## config.mk

```make
export PLATFORM = sky130hd
export DESIGN_NAME = hilo_muldiv_ctrl
export DESIGN_NICKNAME = d
export VERILOG_FILES = /design/src/rtl/hilo_muldiv_ctrl.sv
export SDC_FILE = /design/constraint.sdc
export NUM_CORES = 1
export LEC_CHECK = 0
export CORE_ASPECT_RATIO = 1.5
export CORE_UTILIZATION = 35
export DETAILED_ROUTE_END_ITERATION = 10
export GPL_ROUTABILITY_DRIVEN = 1
export PLACE_DENSITY_LB_ADDON = 0.08
export SLEW_MARGIN = 10
export SYNTH_ARGS = -nofsm -noshare
export SYNTH_HDL_FRONTEND = slang
export SYNTH_SLANG_ARGS = --single-unit
```

## constraint.sdc

```tcl
create_clock -name Clk -period 3.68 [get_ports Clk]
set_input_delay 1.104 -clock Clk [delete_from_list [all_inputs] [get_ports Clk]]
set_output_delay 1.104 -clock Clk [all_outputs]
set_load 0.01 [all_outputs]
```

## src/rtl/hilo_muldiv_ctrl.sv

```systemverilog
// Iterative 32-step multiply / restoring-divide sequencer that owns the HI/LO write ports.
// Optional macro HILO_EARLY_TERM_EN: multiply stops once the remaining multiplier bits are zero.
module hilo_muldiv_ctrl #(
    parameter int ITER = 32
) (
    input  logic        Clk,
    input  logic        Reset,
    input  logic        Start,
    input  logic [2:0]  Op,
    input  logic [31:0] OperandA,
    input  logic [31:0] OperandB,
    input  logic        ReadHiLo,
    output logic        Busy,
    output logic        Stall,
    output logic        Done,
    output logic        HiWriteEnable,
    output logic        LoWriteEnable,
    output logic [31:0] HiDataOut,
    output logic [31:0] LoDataOut,
    output logic [2:0]  DebugState
);

    typedef enum logic [2:0] {
        S_IDLE  = 3'd0,
        S_MUL   = 3'd1,
        S_DIV   = 3'd2,
        S_FIX   = 3'd3,
        S_WRITE = 3'd4
    } state_t;

    localparam logic [5:0] LAST = 6'(ITER - 1);

    state_t      r_state, w_next;
    logic [5:0]  r_cnt;
    logic [63:0] r_acc;
    logic [63:0] r_mcand;
    logic [31:0] r_opb;
    logic        r_neg_res, r_neg_rem, r_bzero, r_is_div;
    logic        r_mt_op, r_wr_hi, r_wr_lo;
    logic [31:0] r_hi_data, r_lo_data;

    // Start is a valid whose implicit ready is (state == IDLE); a Start seen in any other state is dropped.
    logic w_accept_md, w_accept_mt;
    assign w_accept_md = Start && (r_state == S_IDLE) && !Op[2];
    assign w_accept_mt = Start && (r_state == S_IDLE) && (Op[2:1] == 2'b10);

    logic        w_a_neg, w_b_neg;
    logic [31:0] w_a_mag, w_b_mag;
    assign w_a_neg = !Op[0] && OperandA[31];
    assign w_b_neg = !Op[0] && OperandB[31];
    assign w_a_mag = w_a_neg ? -OperandA : OperandA;
    assign w_b_mag = w_b_neg ? -OperandB : OperandB;

    logic w_mul_early;
`ifdef HILO_EARLY_TERM_EN
    assign w_mul_early = (r_opb[31:1] == 31'd0);
`else
    assign w_mul_early = 1'b0;
`endif

    // Restoring divide step: r_acc[63:32] is the partial remainder, r_acc[31:0] dividend/quotient.
    logic [32:0] w_div_shift;
    logic [33:0] w_div_diff;
    logic [63:0] w_div_acc;
    assign w_div_shift = {r_acc[63:32], r_acc[31]};
    assign w_div_diff  = {1'b0, w_div_shift} - {2'b00, r_opb};
    assign w_div_acc   = w_div_diff[33] ? {w_div_shift[31:0], r_acc[30:0], 1'b0}
                                        : {w_div_diff[31:0], r_acc[30:0], 1'b1};

    logic [63:0] w_prod;
    logic [31:0] w_quo, w_rem, w_fix_hi, w_fix_lo;
    assign w_prod   = r_neg_res ? -r_acc : r_acc;
    assign w_quo    = r_bzero ? 32'hFFFF_FFFF : (r_neg_res ? -r_acc[31:0] : r_acc[31:0]);
    assign w_rem    = r_neg_rem ? -r_acc[63:32] : r_acc[63:32];
    assign w_fix_hi = r_is_div ? w_rem : w_prod[63:32];
    assign w_fix_lo = r_is_div ? w_quo : w_prod[31:0];

    always_ff @(posedge Clk) begin
        if (Reset) r_state <= S_IDLE;
        else       r_state <= w_next;
    end

    always_comb begin
        w_next = r_state;
        case (r_state)
            S_IDLE: begin
                if (w_accept_md)      w_next = Op[1] ? S_DIV : S_MUL;
                else if (w_accept_mt) w_next = S_WRITE;
            end
            S_MUL:   if (r_cnt == LAST || w_mul_early) w_next = S_FIX;
            S_DIV:   if (r_cnt == LAST) w_next = S_FIX;
            S_FIX:   w_next = S_WRITE;
            S_WRITE: w_next = S_IDLE;
            default: w_next = S_IDLE;
        endcase
    end

    always_comb begin
        Busy          = (r_state != S_IDLE) && !r_mt_op;
        Stall         = ReadHiLo && Busy;
        Done          = (r_state == S_WRITE);
        HiWriteEnable = (r_state == S_WRITE) && r_wr_hi;
        LoWriteEnable = (r_state == S_WRITE) && r_wr_lo;
    end

    always_ff @(posedge Clk) begin
        if (Reset) begin
            r_cnt     <= 6'd0;
            r_acc     <= 64'd0;
            r_mcand   <= 64'd0;
            r_opb     <= 32'd0;
            r_neg_res <= 1'b0;
            r_neg_rem <= 1'b0;
            r_bzero   <= 1'b0;
            r_is_div  <= 1'b0;
            r_mt_op   <= 1'b0;
            r_wr_hi   <= 1'b0;
            r_wr_lo   <= 1'b0;
            r_hi_data <= 32'd0;
            r_lo_data <= 32'd0;
        end else begin
            case (r_state)
                S_IDLE: begin
                    r_mt_op <= w_accept_mt;
                    if (w_accept_md) begin
                        r_cnt     <= 6'd0;
                        r_acc     <= Op[1] ? {32'd0, w_a_mag} : 64'd0;
                        r_mcand   <= {32'd0, w_a_mag};
                        r_opb     <= w_b_mag;
                        r_neg_res <= w_a_neg ^ w_b_neg;
                        r_neg_rem <= w_a_neg;
                        r_bzero   <= (OperandB == 32'd0);
                        r_is_div  <= Op[1];
                        r_wr_hi   <= 1'b1;
                        r_wr_lo   <= 1'b1;
                    end else if (w_accept_mt) begin
                        r_wr_hi <= !Op[0];
                        r_wr_lo <= Op[0];
                        if (Op[0]) r_lo_data <= OperandA;
                        else       r_hi_data <= OperandA;
                    end
                end
                S_MUL: begin
                    r_cnt   <= r_cnt + 6'd1;
                    if (r_opb[0]) r_acc <= r_acc + r_mcand;
                    r_mcand <= r_mcand << 1;
                    r_opb   <= r_opb >> 1;
                end
                S_DIV: begin
                    r_cnt <= r_cnt + 6'd1;
                    r_acc <= w_div_acc;
                end
                S_FIX: begin
                    r_hi_data <= w_fix_hi;
                    r_lo_data <= w_fix_lo;
                end
                default: ;
            endcase
        end
    end

    assign HiDataOut  = r_hi_data;
    assign LoDataOut  = r_lo_data;
    assign DebugState = r_state;

endmodule

```

==> results of run 1 <==
## power by group through the flow
stage / combinational, mW / sequential [mW] / clock (mW)
3_5_place_dp: 5.11 / 3.08 / 0
3_3_place_gp: 5.07 / 3.08 / 0
5_1_grt: 5.64 / 3.05 / 3.59
4_1_cts: 5.14 / 3.03 / 3.49
2_1_floorplan: 2.88 / 3.11 / 0
6_report: 5.22 / 3.03 / 3.44
## registers in the layout, summed over array words and instances, names as in the netlist
| register | count |
|---|---|
| r_wr_lo | 1 |
| DebugState | 3 |
| r_mt_op | 1 |
| r_mcand | 64 |
| r_opb | 32 |
| r_wr_hi | 1 |
| HiDataOut | 32 |
| r_is_div | 1 |
| r_neg_rem | 1 |
| r_bzero | 1 |
| r_acc | 64 |
| LoDataOut | 32 |
| r_neg_res | 1 |
| r_cnt | 6 |
## worst max-delay path, cell delays in order, from the launching register on
cell and delay, ns:
dfxtp_1 0.31, ha_1 0.22, fa_1 0.43, a21oi_1 0.20
o21ai_1 0.19, a21oi_1 0.18, buf_4 0.14, a2111oi_1 0.06
buf_4 0.15, o21ai_2 0.18, a21oi_1 0.12, buf_4 0.15
a21o_1 0.21, nor3b_1 0.16, buf_4 0.14, a221oi_1 0.31
xor2_1 0.20, o22ai_1 0.08
## cell type report
class | instances | area, um2
fillers | 5408 | 27680
clock buffers | 34 | 774.5
flip-flops and latches | 240 | 4807
well taps | 676 | 845.8
inverters | 70 | 262.8
repair buffers | 478 | 4058
multi-input cells | 2037 | 12790
clock inverters | 20 | 341.6
## through the flow
stage / hold slack [ns] / power (mW) / setup WS, ns / setup TNS (ns) / cells
2_1_floorplan: 0.4379 / 5.994 / 0.3871 / 0 / 2508
3_3_place_gp: 0.4428 / 8.152 / -0.2307 / -3.183 / 3501
3_5_place_dp: 0.4442 / 8.194 / -0.2588 / -3.808 / 3501
4_1_cts: 0.4513 / 11.66 / 0.02839 / 0 / 3555
5_1_grt: 0.4766 / 12.28 / -0.06046 / -0.06046 / 3555
6_report: 0.4529 / 11.69 / 0.1006 / 0 / 3555
## kinds of logic (layout without fill, tap and decap cells)
family / count (synthesis) / in the layout / share of synthesized area
XOR/XNOR: 203 / 203 / 0.09718
buffers and inverters: 231 / 602 / 0.04904
adder cells (fa/ha/maj): 102 / 102 / 0.07058
multiplexers: 20 / 20 / 0.01094
flip-flops: 240 / 240 / 0.2626
AO/OA/AOI/OAI: 844 / 844 / 0.2922
AND/OR/NAND/NOR: 868 / 868 / 0.2174
## layout by cell type (no fill, tap or decap), types with 14 or more instances in the layout
master           netlist  final
a211oi_1              33     33
a21o_1                35     35
a21oi_1              330    326
a221oi_1              35     34
a22oi_1               47     47
and2_1                16     16
and3_1                18     17
buf_4                  5    327
clkbuf_16              0     29
clkdlybuf4s50_1        0    141
dfxtp_1              240    238
ha_1                 100    100
inv_1                 70     70
mux2i_1               20     20
nand2_1              286    286
nand2b_1              27     27
nand3_1               65     65
nand4_1               21     21
nor2_1               270    268
nor3_1                72     69
o211ai_1              17     17
o21ai_0              152    148
o221ai_1              31     31
o31ai_1               25     24
o41ai_1               15     14
or4_1                 19     19
xnor2_1              125    125
xor2_1                78     78
## how the worst max path moves through the flow
stage,end,cells past startpoint,start
2_1_floorplan,r_opb[24],10,OperandB[8]
3_3_place_gp,r_acc[29],13,OperandA[6]
3_5_place_dp,r_acc[29],13,OperandA[6]
4_1_cts,r_acc[63],15,r_opb[18]
5_1_grt,r_acc[60],15,r_mcand[17]
6_report,r_acc[60],17,r_acc[0]
## repair_timing
item,CTS,global route
pin swaps,4,9
hold endpoints to repair,0,0
setup endpoints to repair,5,19
gates resized for setup,8,22
## per-layer routing
layer | part of all wire | GRT usage | up-vias
li1 | - | - | 9813
met4 | 0.081 | 0.2120 | 0
met5 | 0 | 0 | -
met2 | 0.52 | 0.5678 | 586
met1 | 0.36 | 0.3077 | 9891
met3 | 0.035 | 0.02481 | 212
==> summary.txt, run 1 <==
CTS
  • Clock-pin slew on the worst setup and hold paths: approximately 0.07 ns
  • H-tree Lvls: 1
  • CTS Sinks: 240
  • Hold_buf cts: 0
  • CTS tree: built
  • CTS root buf: clkbuf_16
  • CTS max path bufs: 3
  • Worst skew pair latency: ~0.6 ns
  • Post-CTS setup buffer count: 0
  • CTS buffer count: 29

Timing
  • Tcrit/Tclk final: 0.9727
  • Setup-failing EPs final: 0
  • Slew HR: 0.3597
  • Worst slew pin tran: around 0.96 ns
  • Fin. Hold Viols: 0
  • RSZ-0062 raised after global routing: true
  • Worst clock skew: 0.03541 ns
  • Slew Limit Fails: 0
  • Post-layout minimum cycle time: 3.579 ns
  • Max Freq: between 200 and 300 MHz

Place
  • Global placer's final weighted congestion: roughly 0.97
  • Port Buffers: ~140
  • Area after DPL: 22,620 um2
  • Hpwl dp: 63,130 um

Floorplanning
  • Effective utilization at floorplan: 0.3548
  • Core area: between 50,000 and 60,000 um2
  • DIE WIDTH: 188.7 um
  • Ports: about 140
  • Die area: 53,210 um2
  • Die span in y: ~280 um
  • Rows: slightly above 100

Worst setup path
  • Critical Path Fanout Max: 4
  • CP Data Arrival Time: 4.01 ns
  • Critical path class: reg2reg
  • Worst Setup End Kind: flop
  • Reg2reg start: r_acc[0]
  • Critical R2R Capture: r_acc[60]
  • CP required: between 4 and 5 ns
  • Setup crit start kind: flop
  • Worst r2r path cells: 17
  • Reg2Reg Setup Slack: ~0.10 ns

Pwr
  • Comb power frac: 0.446
  • P_sw: about 4.5 mW
  • Clock network fraction of design power: 0.294
  • PwrDens: between 400 and 500 nW/um2
  • Maximum vdd drop: 0.3679 mV
  • Sequential share of power: 0.259
  • Switch share: 0.3875
  • Design internal power: 7.158 mW
  • Leakage power: 9.541 nW

Synth
  • Mapped Nets: between 2,000 and 3,000
  • Unique cell type count in the Yosys netlist: 83
  • Yosys top cell by area: dfxtp_1
  • EDFF count, synth: 0
  • Ranking of synthesized cells by area: dfxtp_1 (26%), a21oi_1 (9.0%), ha_1 (6.8%)
  • Netlist Area Pre-Place: between 15,000 and 20,000 um2
  • Dominant synthesized flop cell: dfxtp_1
  • Avg Cell Area, Syn: about 7.3 um2
  • Post-synth top cells: a21oi_1 (330), nand2_1 (286), nor2_1 (270)
  • Synth top area share: 0.2626
  • Sequential area share after synthesis: 0.2626
  • Cells after Synth: 2,508
  • Most frequent cell after synthesis: a21oi_1
  • Asr flop ratio synth: 0
  • #FFs+latches synth: 240
  • Synth warn: 0

Global route
  • Vias in the first global route: 20,380
  • GRT Overall Usage: 0.2992
  • First-pass GRT wire length: around 120,000 um
  • Antenna violations before repair: 0
  • GRT Residual Overflow: 0
  • Largest net degree at the start of global routing: roughly 140

Finish
  • Ratio of cells with drive above 1 in the final layout: 0.1535
  • Design area: about 24,000 um2
  • Layout Nets: between 3,000 and 4,000
  • Layout Utilization: 0.4632
  • # diodes: 0
  • Area Growth Syn to Fin: 30.54%

Min path
  • Hold Path Stages: 2
  • Worst hold path class: reg2reg
  • Min-Delay Endpoint: LoDataOut[10]
  • Hold path start: LoDataOut[10]

Drt
  • Post-route ant nets: 0
  • Vias: a little over 20,000
  • Initial DRC Count: roughly 1,300
  • Number of remaining DRC errors: 0
  • Vias per cell: approximately 5.8
  • WL final: about 81,000 um
  • DRT Pass-1 Iters: 5
  • Routed len/inst: between 20 and 25 um

Outcome
  • Status: finished, final reports clean

Job
  • Max-cap violations: 0
Power figures use the tool's default switching activity.
==> inputs of run 2 (changes only) <==
==> constraint.sdc (replaced) <==
create_clock -name Clk -period 3.68 [get_ports Clk]
set_input_delay 0.368 -clock Clk [delete_from_list [all_inputs] [get_ports Clk]]
set_output_delay 0.368 -clock Clk [all_outputs]
set_load 0.01 [all_outputs]
==> summary.txt, run 2 (synthesized netlist as in run 1, its figures left out) <==
Outcome
  • Status: finished, final reports clean

Drt
  • Routed len/inst: 23.43 um (+2.5%)
  • Number of remaining DRC errors: 0 (unchanged)
  • Initial DRC Count: 1,341 (+5.1%)
  • Vias: 20,030 (-2.3%)
  • WL final: 79,980 um (-1.5%)
  • DRT Pass-1 Iters: 6 (+1)
  • Vias per cell: 5.866 (+1.7%)
  • Post-route ant nets: 0 (unchanged)

Global route
  • Met3 GRT Util: 0.02916 (+0.004342)
  • GRT Overall Usage: 0.2939 (-0.005320)
  • Vias in the first global route: 20,050 (-1.6%)
  • Grt met2 use: 0.5427 (-0.02508)
  • Antenna violations before repair: 1 (+1)
  • GRT Residual Overflow: 0 (unchanged)
  • Largest net degree at the start of global routing: 136 (unchanged)
  • Met1 GRT Util: 0.2960 (-0.01172)
  • GR peak layer: met2
  • First-pass GRT wire length: 119,200 um (-2.4%)

Place
  • Post-place setup slack: -0.1526 ns (+0.1062 ns)
  • Placed insts: 3,359 (-4.1%)
  • Hpwl dp: 61,380 um (-2.8%)
  • Global placer's final weighted congestion: 0.9258 (-4.5%)
  • Area after DPL: 21,510 um2 (-4.9%)
  • Port Buffers: 142 (unchanged)

Floorplanning
  • Core area: 51,560 um2 (unchanged)
  • Ports: 143 (unchanged)
  • DIE WIDTH: 188.7 um (unchanged)
  • Die span in y: 282.0 um (unchanged)
  • Die area: 53,210 um2 (unchanged)
  • Rows: 102 (unchanged)
  • Effective utilization at floorplan: 0.3548 (unchanged)

Worst setup path
  • CP Data Arrival Time: 3.96 ns (-0.05 ns)
  • Reg2reg start: r_acc[32]
  • Setup crit start kind: flop
  • End point of the critical path: r_acc[62]
  • Worst r2r path cells: 11 (-6)
  • Crit. Startpoint: r_acc[32]
  • Critical R2R Capture: r_acc[62]
  • Critical path class: reg2reg
  • CP required: 4.10 ns (-0.02 ns)
  • Reg2Reg Setup Slack: 0.15 ns (+0.04 ns)
  • Worst Setup End Kind: flop
  • Critical Path Fanout Max: 6 (+2)

Finish
  • Layout Utilization: 0.4373 (-0.02585)
  • Area Growth Syn to Fin: 23.25%
  • Most common cell after layout, fill and taps aside: a21oi_1
  • Layout Nets: 2,890 (-4.6%)
  • Final Instance Count excl. Fillers: 3,414 (-4.0%)
  • Largest regs: r_acc (64), r_mcand (64)
  • # diodes: 0 (unchanged)
  • Ratio of cells with drive above 1 in the final layout: 0.1041 (-0.04943)
  • Commonest non-fill, non-tap cells in the layout: a21oi_1 (328), nand2_1 (286), nor2_1 (268)
  • Design area: 22,550 um2 (-5.6%)

Timing
  • Fin. Hold Viols: 0 (unchanged)
  • Worst clock skew: 0.01915 ns (-0.01626 ns)
  • Slew HR: 0.1660 (-0.1937)
  • Worst slew pin tran: 1.251 ns (+0.2929 ns)
  • Max Freq: 282.9 MHz (+1.3%)
  • Post-layout minimum cycle time: 3.535 ns (-0.04455 ns)
  • WHS: 0.2372 ns (-0.2157 ns)
  • Final Worst Setup Slack: 0.1451 ns (+0.04455 ns)
  • Setup-failing EPs final: 0 (unchanged)
  • Tcrit/Tclk final: 0.9606 (-0.01211)
  • Slew Limit Fails: 0 (unchanged)
  • Setup_tns: 0 ns (unchanged)

CTS
  • CTS max path bufs: 3 (unchanged)
  • Clock-pin slew on the worst setup and hold paths: 0.07 ns (about the same)
  • CTS tree: built
  • CTS root buf: clkbuf_16
  • CTS buffer count: 28 (-3.4%)
  • CTS Sinks: 240 (unchanged)
  • Hold_buf cts: 0 (unchanged)
  • H-tree Lvls: 1 (unchanged)
  • Worst skew pair latency: 0.58 ns (-0.02 ns)

Pwr
  • Comb power frac: 0.451 (+0.005)
  • Tot Pwr: 10.94 mW (-6.4%)
  • Maximum vdd drop: 0.3087 mV (-16%)
  • Switch share: 0.4055 (+0.01800)
  • P_sw: 4.435 mW (-2.1%)
  • Leakage power: 8.758 nW (-8.2%)
  • Sequential share of power: 0.278 (+0.019)
  • Design internal power: 6.501 mW (-9.2%)
  • Clock network fraction of design power: 0.271 (-0.023)
  • PwrDens: 485.0 nW/um2 (-0.91%)

Job
  • Max-cap violations: 0 (unchanged)

Min path
  • Worst hold path class: in2reg
## run 2: worst min-delay path by stage
stage / startpoint / endpoint / depth (start not counted)
after floorplan: r_cnt[5] / r_cnt[5] / 1
after global placement: HiDataOut[0] / HiDataOut[0] / 2
after detailed placement: LoDataOut[12] / LoDataOut[12] / 2
after CTS: Reset / r_acc[35] / 2
after global routing: Reset / r_acc[35] / 2
final: Reset / r_acc[35] / 2
## run 2: per-layer routing
| layer | wire, um | vias to the layer above |
|---|---|---|
| met4 | 7466 | 2 |
| met2 | 40780 | 606 |
| met1 | 29000 | 9633 |
| met3 | 2729 | 248 |
| met5 | 13 | - |
| li1 | - | 9539 |
## run 2: area by class of cell
class	instances	area, um2
tap	676	845.8
inverter	70	262.8
clock buffer	38	779.5
multi-input combinational	2037	12710
fill	5369	29010
sequential	240	4805
clock inverter	13	160.2
timing repair buffer	340	2984
## run 2: power groups by stage
stage / logic (mW) / clock network (mW) / registers (mW)
5_1_grt: 5.33 / 3.13 / 3.05
6_report: 4.94 / 2.96 / 3.04
3_5_place_dp: 4.86 / 0 / 3.09
4_1_cts: 4.88 / 3.02 / 3.03
2_1_floorplan: 2.88 / 0 / 3.11
3_3_place_gp: 4.83 / 0 / 3.08
## run 2: critical path, stage by stage (launching register included)
cell and delay, ns:
dfxtp_1 0.37, ha_2 0.41, nand4_1 0.13, or3_4 0.36, or4_1 0.53, a2bb2oi_1 0.21, a21oi_2 0.35, a21oi_2 0.15
o41a_1 0.40, mux2i_1 0.13, a211oi_1 0.24, a211oi_1 0.10
## run 2: repair_timing
action                     4_1_cts  5_1_grt
setup buffers                    0        4
setup endpoints to repair        6       15
resized for setup                4        9
pin swaps                        0        8
